===== src/rtl/rv_mdu_iter.sv =====
// Iterative RV M-extension multiply/divide unit: radix-2 shift-add multiply and restoring divide.
// Optional macro RV_MDU_FAST_MUL_EN: multiplies use a single-cycle 2*XLEN multiplier instead of iterating.
`timescale 1ns/1ps
module rv_mdu_iter #(
  parameter int XLEN = 32
) (
  input  logic            clk,
  input  logic            rst,
  input  logic            start,
  input  logic [2:0]      op,
  input  logic [XLEN-1:0] a,
  input  logic [XLEN-1:0] b,
  input  logic            kill,
  output logic            busy,
  output logic            done,
  output logic [XLEN-1:0] result
);
  localparam int CW = $clog2(XLEN) + 1;
  localparam int PW = 2 * XLEN;
  localparam logic [XLEN-1:0] ZERO    = {XLEN{1'b0}};
  localparam logic [XLEN-1:0] ONES    = {XLEN{1'b1}};
  localparam logic [XLEN-1:0] MIN_INT = {1'b1, {(XLEN-1){1'b0}}};
  localparam logic [CW-1:0]   CNT_ONE = CW'(1);
  localparam logic [CW-1:0]   CNT_MAX = CW'(XLEN);

  typedef enum logic [1:0] {
    IDLE = 2'd0,
    CALC = 2'd1,
    FIX  = 2'd2,
    DONE = 2'd3
  } state_t;

  function automatic logic [XLEN-1:0] neg_x(input logic [XLEN-1:0] v);
    return ~v + {{(XLEN-1){1'b0}}, 1'b1};
  endfunction

  function automatic logic [PW-1:0] neg_p(input logic [PW-1:0] v);
    return ~v + {{(PW-1){1'b0}}, 1'b1};
  endfunction

  state_t          state_r;
  logic [2:0]      op_r;
  logic            neg_r;
  logic [XLEN-1:0] opb_r;
  logic [PW-1:0]   acc_r;
  logic [CW-1:0]   cnt_r;
  logic [XLEN-1:0] res_r;
  logic [XLEN-1:0] result_r;
  logic            busy_r;
  logic            done_r;

  logic            a_sgn_s, b_sgn_s, a_neg_s, b_neg_s, neg_s, special_s;
  logic [XLEN-1:0] mag_a_s, mag_b_s, spec_res_s;
  logic [XLEN:0]   mul_sum_s, shl_s, diff_s;
  logic            ge_s;
  logic [PW-1:0]   step_next_s, prod_s;
  logic [XLEN-1:0] quo_s, rem_s, fix_s;
`ifdef RV_MDU_FAST_MUL_EN
  logic [PW-1:0]   fast_prod_s;
  assign fast_prod_s = PW'(mag_a_s) * PW'(mag_b_s);
`endif

  // Capture-time decode: operand signs, magnitudes, sign-fix flag and early-out results
  always_comb begin
    a_sgn_s    = 1'b0;
    b_sgn_s    = 1'b0;
    neg_s      = 1'b0;
    special_s  = 1'b0;
    spec_res_s = ZERO;
    case (op)
      3'b001:         begin a_sgn_s = 1'b1; b_sgn_s = 1'b1; end
      3'b010:         begin a_sgn_s = 1'b1; b_sgn_s = 1'b0; end
      3'b100, 3'b110: begin a_sgn_s = 1'b1; b_sgn_s = 1'b1; end
      default:        begin a_sgn_s = 1'b0; b_sgn_s = 1'b0; end
    endcase
    a_neg_s = a_sgn_s & a[XLEN-1];
    b_neg_s = b_sgn_s & b[XLEN-1];
    if (a_neg_s) mag_a_s = neg_x(a); else mag_a_s = a;
    if (b_neg_s) mag_b_s = neg_x(b); else mag_b_s = b;
    if (op[2]) begin
      // remainder follows the dividend sign, quotient the sign product
      if (op[1]) neg_s = a_neg_s; else neg_s = a_neg_s ^ b_neg_s;
      if (b == ZERO) begin
        special_s = 1'b1;
        if (op[1]) spec_res_s = a; else spec_res_s = ONES;
      end else if (!op[0] && (a == MIN_INT) && (b == ONES)) begin
        special_s = 1'b1;
        if (op[1]) spec_res_s = ZERO; else spec_res_s = MIN_INT;
      end else begin
        special_s  = 1'b0;
        spec_res_s = ZERO;
      end
    end else begin
      neg_s = a_neg_s ^ b_neg_s;
      if ((a == ZERO) || (b == ZERO)) special_s = 1'b1; else special_s = 1'b0;
    end
  end

  // One radix-2 step: acc holds {partial product, multiplier} or {remainder, dividend/quotient}
  always_comb begin
    mul_sum_s = {1'b0, acc_r[PW-1:XLEN]} + (acc_r[0] ? {1'b0, opb_r} : {(XLEN+1){1'b0}});
    shl_s     = {acc_r[PW-1:XLEN], acc_r[XLEN-1]};
    ge_s      = (shl_s >= {1'b0, opb_r});
    diff_s    = shl_s - {1'b0, opb_r};
    if (op_r[2]) begin
      if (ge_s) step_next_s = {diff_s[XLEN-1:0], acc_r[XLEN-2:0], 1'b1};
      else      step_next_s = {shl_s[XLEN-1:0], acc_r[XLEN-2:0], 1'b0};
    end else begin
      step_next_s = {mul_sum_s, acc_r[XLEN-1:1]};
    end
  end

  // Sign correction and result-half selection
  always_comb begin
    if (neg_r) begin
      prod_s = neg_p(acc_r);
      quo_s  = neg_x(acc_r[XLEN-1:0]);
      rem_s  = neg_x(acc_r[PW-1:XLEN]);
    end else begin
      prod_s = acc_r;
      quo_s  = acc_r[XLEN-1:0];
      rem_s  = acc_r[PW-1:XLEN];
    end
    case (op_r)
      3'b000:                 fix_s = prod_s[XLEN-1:0];
      3'b001, 3'b010, 3'b011: fix_s = prod_s[PW-1:XLEN];
      3'b100, 3'b101:         fix_s = quo_s;
      3'b110, 3'b111:         fix_s = rem_s;
      default:                fix_s = ZERO;
    endcase
  end

  // Control FSM with registered busy/done/result; kill overrides every transition
  always_ff @(posedge clk or negedge rst) begin
    if (!rst) begin
      state_r  <= IDLE;
      op_r     <= 3'b000;
      neg_r    <= 1'b0;
      opb_r    <= ZERO;
      acc_r    <= {PW{1'b0}};
      cnt_r    <= {CW{1'b0}};
      res_r    <= ZERO;
      result_r <= ZERO;
      busy_r   <= 1'b0;
      done_r   <= 1'b0;
    end else begin
      done_r <= 1'b0;
      if (kill) begin
        state_r <= IDLE;
        busy_r  <= 1'b0;
      end else begin
        case (state_r)
          IDLE: begin
            if (start) begin
              op_r  <= op;
              neg_r <= neg_s;
              opb_r <= mag_b_s;
              res_r <= spec_res_s;
              if (special_s) begin
                state_r <= DONE;
                busy_r  <= 1'b0;
`ifdef RV_MDU_FAST_MUL_EN
              end else if (!op[2]) begin
                acc_r   <= fast_prod_s;
                state_r <= FIX;
                busy_r  <= 1'b1;
`endif
              end else begin
                acc_r   <= {ZERO, mag_a_s};
                cnt_r   <= CNT_MAX;
                state_r <= CALC;
                busy_r  <= 1'b1;
              end
            end else begin
              state_r <= IDLE;
              busy_r  <= 1'b0;
            end
          end
          CALC: begin
            acc_r <= step_next_s;
            cnt_r <= cnt_r - CNT_ONE;
            if (cnt_r == CNT_ONE) state_r <= FIX;
            else                  state_r <= CALC;
            busy_r <= 1'b1;
          end
          FIX: begin
            res_r   <= fix_s;
            state_r <= DONE;
            busy_r  <= 1'b0;
          end
          DONE: begin
            result_r <= res_r;
            done_r   <= 1'b1;
            state_r  <= IDLE;
            busy_r   <= 1'b0;
          end
          default: begin
            state_r <= IDLE;
            busy_r  <= 1'b0;
          end
        endcase
      end
    end
  end

  assign busy   = busy_r;
  assign done   = done_r;
  assign result = result_r;
endmodule


===== config.mk =====
export PLATFORM = sky130hd
export DESIGN_NAME = rv_mdu_iter
export DESIGN_NICKNAME = d
export VERILOG_FILES = /design/src/rtl/rv_mdu_iter.sv
export SDC_FILE = /design/constraint.sdc
export NUM_CORES = 1
export LEC_CHECK = 0
export BUFFER_PORTS_ARGS = -buffer_cell sky130_fd_sc_hd__buf_2
export CORE_UTILIZATION = 45
export CTS_CLUSTER_DIAMETER = 40
export DETAILED_ROUTE_END_ITERATION = 8
export GPL_ROUTABILITY_DRIVEN = 0
export PLACE_DENSITY = 0.73
export SYNTH_ARGS = -nofsm -noshare
export SYNTH_HDL_FRONTEND = slang
export SYNTH_SLANG_ARGS = --single-unit

===== constraint.sdc =====
create_clock -name clk -period 10.74 [get_ports clk]
set_clock_uncertainty 0.05 [all_clocks]
set_input_delay 0 -clock clk [delete_from_list [all_inputs] [get_ports clk]]
set_output_delay 0 -clock clk [all_outputs]
set_load 0.02 [all_outputs]

# Word-level counts from Yosys, hierarchy flattened
# Cells that the tools add are included.
# Widths: inputs -> output; s select.
op_classes:
  bitwise: 9
  eq_ne: 19
  add_sub_neg: 8
  n_lt_le_gt_ge: 1
  reduce_logical: 20
  mux: 41
ops:
  columns: ["operator", "count"]
  rows:
  - ["$mux 32", 11]
  - ["$mux 64", 5]
  - ["$add 32x1->32 const B", 4]
  - ["$not 32->32", 4]
  - ["$pmux 32 s4", 1]
  - ["$pmux 64 s2", 1]
  - ["$add 64x1->64 const B", 1]
  - ["$eq 32x32->1 const B", 2]
  - ["$logic_not 32->1", 2]
  - ["$not 64->64", 1]
  - ["$pmux 32 s2", 1]
  - ["$add 32x32->33", 1]
  - ["$ge 33x32->1", 1]
  - ["$sub 32x32->32", 1]
  - ["$eq 3x3->1 const B", 6]
  - ["$mux 1", 13]
  - ["$mux 6", 2]
  - ["$pmux 6 s2", 1]
  - ["$eq 3x2->1 const B", 3]
  - ["$mux 2", 4]
  - ["$pmux 2 s4", 1]
  - ["$eq 3x1->1 const B", 2]
  - ["$eq 6x1->1 const B", 1]
  - ["$reduce_and 3->1", 2]
  - ["19 further kinds", 27]
totals:
  out_inout_bits: 34
  wordCells: 108
  in_bits: 71
  regBits: 174

# Longest topological paths before layout
depth:
  ltp_word: 10
  depth_mapped: 14
  ltp_nobuf: 13

# Worst setup path after synthesis
# Ideal clock, no wire load.
synth_timing:
  path_type: "flip-flop to flip-flop"
  from: "register acc_r[0]"
  to: "register res_r[24]"
  setup_slack_ns: 7.124
  synth_period_minus_slack_ns: 3.616
  setup_time_ns: 0.134
  arrival_time_ns: 3.432
  stages_incl_launch_ff: 14
  required_ns: 10.556
  cell_sequence: "dfrtp_1 inv_1 clkbuf_1 ha_1 or3b_2 or4_1 clkbuf_1 o41ai_2 or2_2 a21boi_0 xor2_1 o21ai_0 a21oi_1 o21ai_0"
synth_between:
  elab_chain_cells: 5
  elab_cells_between_ends: 8
  classes_between: "add/sub (2); mux (4); bitwise (2)"
synth_lines:
  columns: ["item", "line_no", "source"]
  rows:
  - ["start, declared", "45", "logic [PW-1:0] acc_r;"]
  - ["start signal, assigned", "140", "acc_r <= {PW{1'b0}};"]
  - ["start signal, assigned", "169", "acc_r <= {ZERO, mag_a_s};"]
  - ["start signal, assigned", "180", "acc_r <= step_next_s;"]
  - ["$not 64->64 or $not 32->32 (tied branches)", "38, 34", null]
  - ["$add 64x1->64 or $add 32x1->32 (tied branches)", "38, 34", null]
  - ["$mux 64 or $mux 32 (tied branches)", "115", "if (neg_r) begin"]
  - ["$pmux 32 s4 (*)", "124", "case (op_r)"]
  - ["$pmux 32 s2 (*)", "152", "case (state_r)"]
  - ["end signal, assigned", "158", "res_r <= spec_res_s;"]
  - ["end signal, assigned", "187", "res_r <= fix_s;"]
  - ["end, declared", "47", "logic [XLEN-1:0] res_r;"]
# Mark *: on every way between the ends. The rest lies on a longest branch, timed or not.
# A chain may end at the register's enable or synchronous reset.

# Worst setup path after layout
layout_timing:
  from: "register acc_r[0]"
  to: "register acc_r[61]"
layout_between:
  elab_chain_cells: 4
layout_lines:
  columns: ["item", "line_no", "source"]
  rows:
  - ["$mux 32", "101", "mul_sum_s = {1'b0, acc_r[PW-1:XLEN]} + (acc_r[0] ? {1'b0, opb_r} : {(XLEN+1){1'b0}});"]
  - ["$add 32x32->33", "101", null]
  - ["$mux 64", "105", "if (op_r[2]) begin"]
  - ["$pmux 64 s2", "152", null]
# Every way passes these cells.

==> impl_metrics.yaml <==
worst_setup_path:
  critPathKind: "reg2reg"
  crit_path_end_kind: "flip-flop"
  path_cells: "inv_1 > nor2_1 > ha_1 > and3_1 > a221oi_1 > o21ai_0 > a2111oi_0 > o21ai_0 > a21boi_0 > mux2_2 > o21ai_0 > a22o_1"
  critPathMaxFanout: 32
  cp_top_family: "compound AO/OA/AOI/OAI gates"
  r2r_slack_ps: 6190
  crit_path_frequent_cell: "o21ai_0"
  critPathBufInv: 1
  max_stage_delay_ps: 780
  start_kind: "flip-flop"
  cp_slowest_cell: "inv_1"
  cp.required_ps: 11100
  critical_path_arrival_ps: 4910
timing:
  hold_viol: 0
  finalWorstSetupSlack_ps: 6185
  period_needed_ps: 4555
  fin_crit_sh: 0.4241
  relSlewSlack: 0.1488
  finalSetupViolCount: 0
  max_freq_ghz: 0.2195
  drv_slew: 0
  finalSetupTns_ps: 0
  tightestPinTransition_ps: 1274
  grt_setup_unrepaired: "false"
global_routing:
  overflow: 0
  grt_max_degree: 111
  antenna_found_initial: 1
  first_global_vias: 14590
  grt_pass1_wl_um: 79140
  grt_usage: 0.2980
cts:
  root_buffer: "clkbuf_16"
  path_clk_slew_ps: 90
  cts.sinks: 174
  worstSkewPairLatency_ps: 460
  holdBufCountCts: 76
  ctsResizeCount: 0
  cts.path.max_buffers: 2
  post_cts_buffers: 0
  htree_levels: 4
  cts_inserted_buffers: 17
  cts_tree: "done"
finish:
  instances_no_fill: 2534
  insertedDiodeCount: 0
  drive_gt1_frac: 0.08365
  synthToLayoutAreaGrowth_pct: 14.45
  final_cell_mix: "328 x nand2_1, 250 x o21ai_0, 172 x dfrtp_1"
  nets: 2223
  layout.cells.most_common: "nand2_1"
  finish.utilization: 0.5267
run_status:
  outcome: "finished clean"
route:
  routed_wirelength_um: 51070
  dr_total_vias: 15898
  firstDrtPassIters: 8
  drt_iter0_markers: 2044
  drc: 0
  drt.antenna.violating_nets: 0
  wl_per_cell_um: 20.15
  viasPerCell: 6.274
floorplanning:
  rows: 66
  dieArea_sq_um: 34180
  pin_count: 105
  initial_utilization: 0.4602
  fp.dieH_um: 184.9
  core-area_sq_um: 32700
  die_w_um: 184.9
placement:
  io_buffers: 104
  pre_cts_slack_ps: 6279
  hpwl_um: 36890
  dp_cells: 2426
power:
  p_leak_nw: 7.718
  p_per_area_nw_per_um2: 248.8
  vdd_drop_max_mv: 0.1372
synth:
  postSynthCellCount: 1981
  synth_cell_types: 75
  syn_nets: 2125
  synth_seq_cells: 174
  synth_edf_count: 0
  ys.flop_type: "dfrtp_1"
  yosys_warnings: 0
  ys_seq_area_frac: 0.2893
  avgSynthCellArea_sq_um: 7.598
  syn-cell-area_sq_um: 15050
  async_reset_ff_frac: 1.000
hold_path:
  min_path_type: "in2reg"
run:
  cap_violations: 0
## through the flow
stage	cell area [sq um]	hold WS (ps)	power, mW
after floorplan	15050	-345.6	2.830
after global placement	15820	181.6	3.423
after detailed placement	15820	176.3	3.483
after CTS	17230	13.21	4.198
after global routing	17230	20.62	4.555
final	17230	4.951	4.286
## layer usage
metal  vias to the layer above  routed length (um)  track usage
met4                         0                2555       0.1554
met5                         -                   0            0
met2                       910               22390       0.4602
met1                      7506               21250       0.3960
met3                       158                4871      0.05446
li1                       7324                   -            -
## cell type report
| type | instances | area, sq um |
|---|---|---|
| multi-input cells | 1630 | 10050 |
| clock inverters | 15 | 215.2 |
| repair buffers | 193 | 1385 |
| inverters | 63 | 236.5 |
| clock buffers | 17 | 425.4 |
| fillers | 3030 | 15480 |
| well taps | 442 | 553.0 |
| flip-flops and latches | 174 | 4357 |
## cell usage after synthesis, drive strengths merged (31+ instances only)
master | n | area, sq um
mux2i | 42 | 420.4
inv | 63 | 236.5
xnor2 | 83 | 727.0
a21o | 33 | 247.7
o31ai | 32 | 240.2
dfrtp | 174 | 4354
ha | 71 | 888.4
xor2 | 80 | 700.7
nand2 | 329 | 1235
o21ai | 255 | 1280
nand3 | 31 | 155.2
nor3 | 34 | 170.2
a21oi | 130 | 650.6
clkbuf | 102 | 382.9
nor2 | 151 | 566.8
## final timing paths
check	from	endpoint	cells after the start
min reg2reg	result[19]	result[19]	2
min in group asynchronous	rst	result[3]	2
max	acc_r[0]	acc_r[61]	12
max reg2reg	acc_r[0]	acc_r[61]	12
min	a[28]	res_r[28]	3
max in group asynchronous	rst	op_r[2]	3
## power breakdown
group / leakage [nW] / internal [mW] / switching [mW]
sequential: 2.26 / 0.815 / 0.331
combinational: 5.15 / 0.959 / 1.50
clock: 0.308 / 0.328 / 0.357
## worst reg2reg max path: cells and delay by family (launching register included)
| family | cells | cell delay (ps) |
|---|---|---|
| simple gates | 2 | 380 |
| flops | 1 | 450 |
| buf+inv | 1 | 780 |
| compound gates | 7 | 2050 |
| mux | 1 | 390 |
| fa+ha+maj | 1 | 400 |
## state kept, by name, summed over array words and instances (netlist names)
name,flops
acc_r,64
busy,1
cnt_r,6
done,1
neg_r,1
op_r,3
opb_r,32
res_r,32
result,32
state_r,2
## cell families after synthesis
| family | synth area share |
|---|---|
| and+or+nand+nor | 0.2095 |
| xor gates and xnor gates | 0.09485 |
| buffers and inverters | 0.04456 |
| AOI/OAI and AO/OA | 0.2707 |
| adders and majority gates | 0.06168 |
| muxes | 0.02943 |
| DFF | 0.2893 |
Power figures use the tool's default switching activity.
